--- src/rtl/lcd_status_reader.sv ---
// lcd_status_reader: reads the HD44780 busy flag (BF) and address counter (AC)
// over the 4-bit LCD bus (RS=0, RW=1, two E strobes, high nibble first).
// Optionally repeats the read until BF clears, or until MAX_POLLS reads.
//
// Ports:
//   clk        clock (clk_disp domain)
//   rst        asynchronous active-low reset
//   start      request a read; sampled only while idle
//   poll       sampled with start; 1 = repeat reads until BF=0
//   ready      1 while idle
//   done       one-cycle pulse when a transaction ends
//   busy_flag  last BF read (held until the next done; 1 after reset)
//   addr_cnt   last AC read (held until the next done)
//   timeout    valid with done; poll gave up with BF still 1
//   bus_owned  1 from setup through hold; top must tristate LCDDAT
//   lcd_e      LCD enable
//   lcd_rs     LCD register select (status register, always 0)
//   lcd_rw     LCD read/write, high while the bus is owned
//   lcd_dat_i  LCD data bus, read direction
module lcd_status_reader #(
  parameter int unsigned SETUP_CYC  = 3,
  parameter int unsigned E_HIGH_CYC = 12,
  parameter int unsigned E_LOW_CYC  = 13,
  parameter int unsigned HOLD_CYC   = 1,
  parameter int unsigned MAX_POLLS  = 255
) (
  input  logic       clk,
  input  logic       rst,
  input  logic       start,
  input  logic       poll,
  output logic       ready,
  output logic       done,
  output logic       busy_flag,
  output logic [6:0] addr_cnt,
  output logic       timeout,
  output logic       bus_owned,
  output logic       lcd_e,
  output logic       lcd_rs,
  output logic       lcd_rw,
  input  logic [3:0] lcd_dat_i
);

  localparam int unsigned CNT_W  = 8;
  localparam int unsigned POLL_W = 8;

  localparam logic [CNT_W-1:0]  SETUP_LD  = CNT_W'(SETUP_CYC);
  localparam logic [CNT_W-1:0]  EHI_LD    = CNT_W'(E_HIGH_CYC);
  localparam logic [CNT_W-1:0]  ELO_LD    = CNT_W'(E_LOW_CYC);
  localparam logic [CNT_W-1:0]  HOLD_LD   = CNT_W'(HOLD_CYC);
  localparam logic [POLL_W-1:0] POLL_LAST = POLL_W'(MAX_POLLS - 1);

  typedef enum logic [2:0] {
    S_IDLE,
    S_SETUP,
    S_E1_HI,
    S_E1_LO,
    S_E2_HI,
    S_E2_LO,
    S_HOLD,
    S_DONE
  } state_e;

  state_e            state_q, state_d;
  logic [CNT_W-1:0]  cnt_q, cnt_d;
  logic [POLL_W-1:0] poll_cnt_q, poll_cnt_d;
  logic              poll_q, poll_d;
  // {BF, AC[6:0]} as assembled from the two strobes of the current read
  logic [7:0]        cap_q, cap_d;

  logic              ready_q, ready_d;
  logic              done_q, done_d;
  logic              busy_flag_q, busy_flag_d;
  logic [6:0]        addr_cnt_q, addr_cnt_d;
  logic              timeout_q, timeout_d;
  logic              bus_owned_q, bus_owned_d;
  logic              lcd_e_q, lcd_e_d;
  logic              last_c;

  // Next-state, counter, capture and registered-output decode
  always_comb begin
    state_d     = state_q;
    cnt_d       = (cnt_q != '0) ? cnt_q - CNT_W'(1) : '0;
    poll_cnt_d  = poll_cnt_q;
    poll_d      = poll_q;
    cap_d       = cap_q;
    last_c      = (cnt_q == CNT_W'(1));

    case (state_q)
      S_IDLE: begin
        if (start) begin
          state_d    = S_SETUP;
          cnt_d      = SETUP_LD;
          poll_d     = poll;
          poll_cnt_d = '0;
        end
      end
      S_SETUP: begin
        if (last_c) begin
          state_d = S_E1_HI;
          cnt_d   = EHI_LD;
        end
      end
      S_E1_HI: begin
        if (last_c) begin
          cap_d[7:4] = lcd_dat_i;
          state_d    = S_E1_LO;
          cnt_d      = ELO_LD;
        end
      end
      S_E1_LO: begin
        if (last_c) begin
          state_d = S_E2_HI;
          cnt_d   = EHI_LD;
        end
      end
      S_E2_HI: begin
        if (last_c) begin
          cap_d[3:0] = lcd_dat_i;
          state_d    = S_E2_LO;
          cnt_d      = ELO_LD;
        end
      end
      S_E2_LO: begin
        if (last_c) begin
          // Re-read straight into the next strobe pair; RW stays high
          if (poll_q && cap_q[7] && (poll_cnt_q < POLL_LAST)) begin
            poll_cnt_d = poll_cnt_q + POLL_W'(1);
            state_d    = S_E1_HI;
            cnt_d      = EHI_LD;
          end else begin
            state_d = S_HOLD;
            cnt_d   = HOLD_LD;
          end
        end
      end
      S_HOLD: begin
        if (last_c) begin
          state_d = S_DONE;
          cnt_d   = '0;
        end
      end
      S_DONE: begin
        state_d = S_IDLE;
      end
      default: begin
        state_d = S_IDLE;
      end
    endcase

    ready_d     = (state_d == S_IDLE);
    done_d      = (state_d == S_DONE);
    bus_owned_d = (state_d inside {S_SETUP, S_E1_HI, S_E1_LO, S_E2_HI, S_E2_LO, S_HOLD});
    lcd_e_d     = (state_d inside {S_E1_HI, S_E2_HI});
    busy_flag_d = (state_d == S_DONE) ? cap_d[7]   : busy_flag_q;
    addr_cnt_d  = (state_d == S_DONE) ? cap_d[6:0] : addr_cnt_q;
    timeout_d   = (state_d == S_DONE) && poll_q && cap_d[7] && (poll_cnt_q == POLL_LAST);
  end

  // State and output registers; reset aborts any transaction without done
  always_ff @(posedge clk or negedge rst) begin
    if (!rst) begin
      state_q     <= S_IDLE;
      cnt_q       <= '0;
      poll_cnt_q  <= '0;
      poll_q      <= 1'b0;
      cap_q       <= 8'h80;
      ready_q     <= 1'b1;
      done_q      <= 1'b0;
      busy_flag_q <= 1'b1;
      addr_cnt_q  <= '0;
      timeout_q   <= 1'b0;
      bus_owned_q <= 1'b0;
      lcd_e_q     <= 1'b0;
    end else begin
      state_q     <= state_d;
      cnt_q       <= cnt_d;
      poll_cnt_q  <= poll_cnt_d;
      poll_q      <= poll_d;
      cap_q       <= cap_d;
      ready_q     <= ready_d;
      done_q      <= done_d;
      busy_flag_q <= busy_flag_d;
      addr_cnt_q  <= addr_cnt_d;
      timeout_q   <= timeout_d;
      bus_owned_q <= bus_owned_d;
      lcd_e_q     <= lcd_e_d;
    end
  end

  assign ready     = ready_q;
  assign done      = done_q;
  assign busy_flag = busy_flag_q;
  assign addr_cnt  = addr_cnt_q;
  assign timeout   = timeout_q;
  assign bus_owned = bus_owned_q;
  assign lcd_e     = lcd_e_q;
  assign lcd_rw    = bus_owned_q;
  assign lcd_rs    = 1'b0;

endmodule

--- config.mk ---
export PLATFORM = sky130hd
export DESIGN_NAME = lcd_status_reader
export DESIGN_NICKNAME = d
export VERILOG_FILES = /design/src/rtl/lcd_status_reader.sv
export SDC_FILE = /design/constraint.sdc
export NUM_CORES = 1
export LEC_CHECK = 0
export BUFFER_PORTS_ARGS = -buffer_cell sky130_fd_sc_hd__buf_2
export CORE_UTILIZATION = 30
export CTS_CLUSTER_SIZE = 8
export DETAILED_ROUTE_END_ITERATION = 6
export GPL_TIMING_DRIVEN = 0
export PLACE_DENSITY = 0.55
export SLEW_MARGIN = 20
export SYNTH_ARGS = -nofsm -noshare
export SYNTH_HDL_FRONTEND = slang
export SYNTH_SLANG_ARGS = --single-unit
--- constraint.sdc ---
create_clock -name clk -period 2.4 [get_ports clk]
set_input_delay 0.24 -clock clk [delete_from_list [all_inputs] [get_ports clk]]
set_output_delay 0.24 -clock clk [all_outputs]
set_load 0.005 [all_outputs]
==> impl_metrics.env <==
export IMPL_regArea_mm2=0.00103
export IMPL_max_slew_margin_pct=40.3
export IMPL_post_dp_cell_area_mm2=0.00219
export IMPL_drtIter0Drc=47
export IMPL_globalplace_congestion=0.844
export IMPL_crit_path_end_kind="flop"
export IMPL_routed_via_count=1477
export IMPL_cts_buffers=5
export IMPL_tightest_slew_ns=0.896
export IMPL_dr_pass1_iters=4
export IMPL_ys_seq_area_share_pct=51.9
export IMPL_synth_fp_nets=200
export IMPL_ff2ff_setup_slack_ns=0.08
export IMPL_die_h_um=83.4
export IMPL_slowest_delay_ns=0.57
export IMPL_routed_via_density=5.01
export IMPL_rsz0062_at_grt="true"
export IMPL_r2r_end="poll_cnt_q[6]$_DFFE_PN0P_"
export IMPL_p_leak_nw=1.08
export IMPL_synthCells=188
export IMPL_cts_tree="built"
export IMPL_dpl_hpwl_um=2720
export IMPL_critical_path_arrival_ns=2.54
export IMPL_placementRows=29
export IMPL_ys_ff_latch=41
export IMPL_path_buf_inv=1
export IMPL_ys_types=42
export IMPL_io_pin_count=23
export IMPL_totalWireLength_um=3840
export IMPL_drc=0
export IMPL_fillers=648
export IMPL_whs_ns=0.0631
export IMPL_die_x_um=83.4
export IMPL_io_buffers=21
export IMPL_final_cell_mix="dfrtp_1, buf_2, nor2_1, mux2_2, nand2_1"
export IMPL_postRouteAntennaNets=0
export IMPL_required_ns=2.63
export IMPL_grt_pass1_wl_um=6730
export IMPL_worst_path_max_delay_cell="or4_4"
export IMPL_insertion_delay_ns=0.30
export IMPL_clock_sinks=41
export IMPL_finalNetCount=229
export IMPL_ctsHoldBuffers=0
export IMPL_final_common_cell="dfrtp_1"
export IMPL_synth_top_flop_cell="dfrtp_1"
export IMPL_ir_drop_mv=0.365
export IMPL_track_usage_pct=12.2
export IMPL_design_area_mm2=0.00233
export IMPL_skew_ns=0.0132
export IMPL_grt_start_max_net_pins=42
export IMPL_cap_violations=0
export IMPL_post_route_min_period_ns=2.32
export IMPL_critPathLaunchType="flop"
export IMPL_crit_chain="nor4_4 -> nand3_1 -> or4_4 -> buf_6 -> or4_1 -> a21oi_1"
export IMPL_hp_class="in -> async"
export IMPL_final_setup_viol_count=0
export IMPL_crit_type="reg -> reg"
export IMPL_antenna_found_initial=0
export IMPL_hold_viol=0
export IMPL_synth_edff_count=0
export IMPL_reg2reg_from="cnt_q[5]$_DFF_PN0_"
export IMPL_core_area_mm2=0.00639
export IMPL_die_area_mm2=0.00695
export IMPL_overflow=0
export IMPL_setup_ws_ns=0.0832
export IMPL_h_tree_depth=2
export IMPL_clkTransAtPathRegs_ns=0.09
export IMPL_multi_input_area_um2=906
export IMPL_antenna_cells=0
export IMPL_syn2layout_area_growth_pct=17.4
export IMPL_ys_async_sr_fraction_pct=100
export IMPL_finalMaxSlewViolations=0
export IMPL_place_ws_ns=-0.217
export IMPL_wire_per_inst_um=13.0
export IMPL_cp_max_fo=10
export IMPL_reg2reg_depth=6
export IMPL_avgSynthCellArea_um2=10.6
export IMPL_yosys_warnings=0
export IMPL_start_util_pct=31.1
export IMPL_p_per_area_mw_per_mm2=549
export IMPL_fin_crit_sh_pct=96.5
export IMPL_layout_drive_gt1_share_pct=26.6
export IMPL_synth_area_mm2=0.00199
export IMPL_cts_buffer_depth=2
export IMPL_outcome="completed"
export IMPL_critPathTopFamily="simple AND/OR/NAND/NOR gates"
export IMPL_cts_root_buf="clkbuf_8"
export IMPL_grt_pass1_vias=1468
export IMPL_max_freq_mhz=432
[metal layers]
| metal | vias to the layer above | global-route usage [%] | part of all wire [%] |
|---|---|---|---|
| li1 | 731 | - | - |
| met1 | 714 | 15.2 | 46 |
| met2 | 25 | 19.9 | 49 |
| met3 | 7 | 3.78 | 3.5 |
| met4 | 0 | 4.39 | 1.7 |
| met5 | - | 0 | 0 |
[worst register-to-register path, delay by kind of cell (launching register included)]
family	cells	cell delay, ns
and+or+nand+nor	4	1.50
AOI/OAI and AO/OA	1	0.15
DFF	1	0.44
buffers and inverters	1	0.16
[layout make-up]
type / instances / share of cell area (%)
plain buffers: 10 / 2.25
clock buffers: 5 / 2.95
clock inverters: 3 / 1.99
inverters: 5 / 0.805
multi-input cells: 132 / 38.9
flip-flops and latches: 41 / 44.2
well taps: 77 / 4.13
repair buffers: 22 / 4.83
[report_power, final]
| part | internal [mW] | switching [mW] | total, mW |
|---|---|---|---|
| Sequential | 0.694 | 0.00147 | 0.695 |
| Clock | 0.311 | 0.249 | 0.560 |
| Combinational | 0.00761 | 0.0166 | 0.0242 |
[kinds of logic (layout without fill, tap and decap cells)]
logic type                 after synthesis  after routing  synth area share (%)
AOI/OAI and AO/OA                       39             39                  12.0
buffers and inverters                   15             45                  3.59
adders and majority gates                4              4                  2.52
DFF                                     41             41                  51.9
other                                    1              1                 0.189
and+or+nand+nor                         66             66                  18.1
muxes                                   16             16                  9.07
xor gates and xnor gates                 6              6                  2.65
[registers in the layout (all words and copies together), names as in the netlist, 3 cells and up]
signal and cells:
cap_q 8, cnt_q 8, poll_cnt_q 8, addr_cnt 7, state_q 3
[stage by stage]
stage	setup TNS [ns]	util, %	power [mW]	cells
after floorplan	0	-	0.713	188
after global placement	-1.46	34.2	0.735	286
after detailed placement	-1.59	34.2	0.735	286
after CTS	0	36.4	1.30	295
after global routing	-0.0120	36.5	1.34	295
final	0	36.5	1.28	295
[how the worst max path moves through the flow]
| stage | depth (start not counted) | startpoint | to | slack (ns) |
|---|---|---|---|---|
| after detailed placement | 5 | cnt_q[6]$_DFF_PN0_ | cap_q[5]$_DFF_PN0_ | -0.22 |
| after CTS | 6 | cnt_q[5]$_DFF_PN0_ | poll_cnt_q[6]$_DFFE_PN0P_ | 0.06 |
| after global routing | 6 | state_q[0]$_DFF_PN0_ | poll_cnt_q[6]$_DFFE_PN0P_ | -0.01 |
| after global placement | 5 | cnt_q[6]$_DFF_PN0_ | cap_q[6]$_DFF_PN0_ | -0.21 |
| after floorplan | 6 | cnt_q[6]$_DFF_PN0_ | poll_cnt_q[6]$_DFFE_PN0P_ | 0.14 |
| final | 6 | cnt_q[5]$_DFF_PN0_ | poll_cnt_q[6]$_DFFE_PN0P_ | 0.08 |
[what timing repair did]
item | 4_1_cts | 5_1_grt
setup buffers | 1 | 0
resized for setup | 2 | 1
gates cloned | 0 | 0
pin swaps | 1 | 0
endpoints found under the setup margin | 13 | 1
[synth_stat cells, types with 2 or more instances]
master	number	area share, %
o21ai_0	12	3.0
o21a_1	2	0.76
nand2_1	13	2.5
a21oi_1	11	2.8
xor2_1	2	0.88
nand3_1	9	2.3
a21o_1	2	0.76
clkbuf_1	7	1.3
ha_1	4	2.5
mux2_2	16	9.1
and3_1	3	0.95
buf_4	2	0.76
nor3_1	7	1.8
dfrtp_1	38	48
nor4_1	2	0.63
o31ai_1	4	1.5
nor2_1	16	3.0
nand4_1	2	0.63
inv_1	5	0.95
or4_1	3	1.1
xnor2_1	4	1.8
or3_1	2	0.63
dfstp_2	3	4.0
No activity file was read; power rests on OpenSTA's default activity.
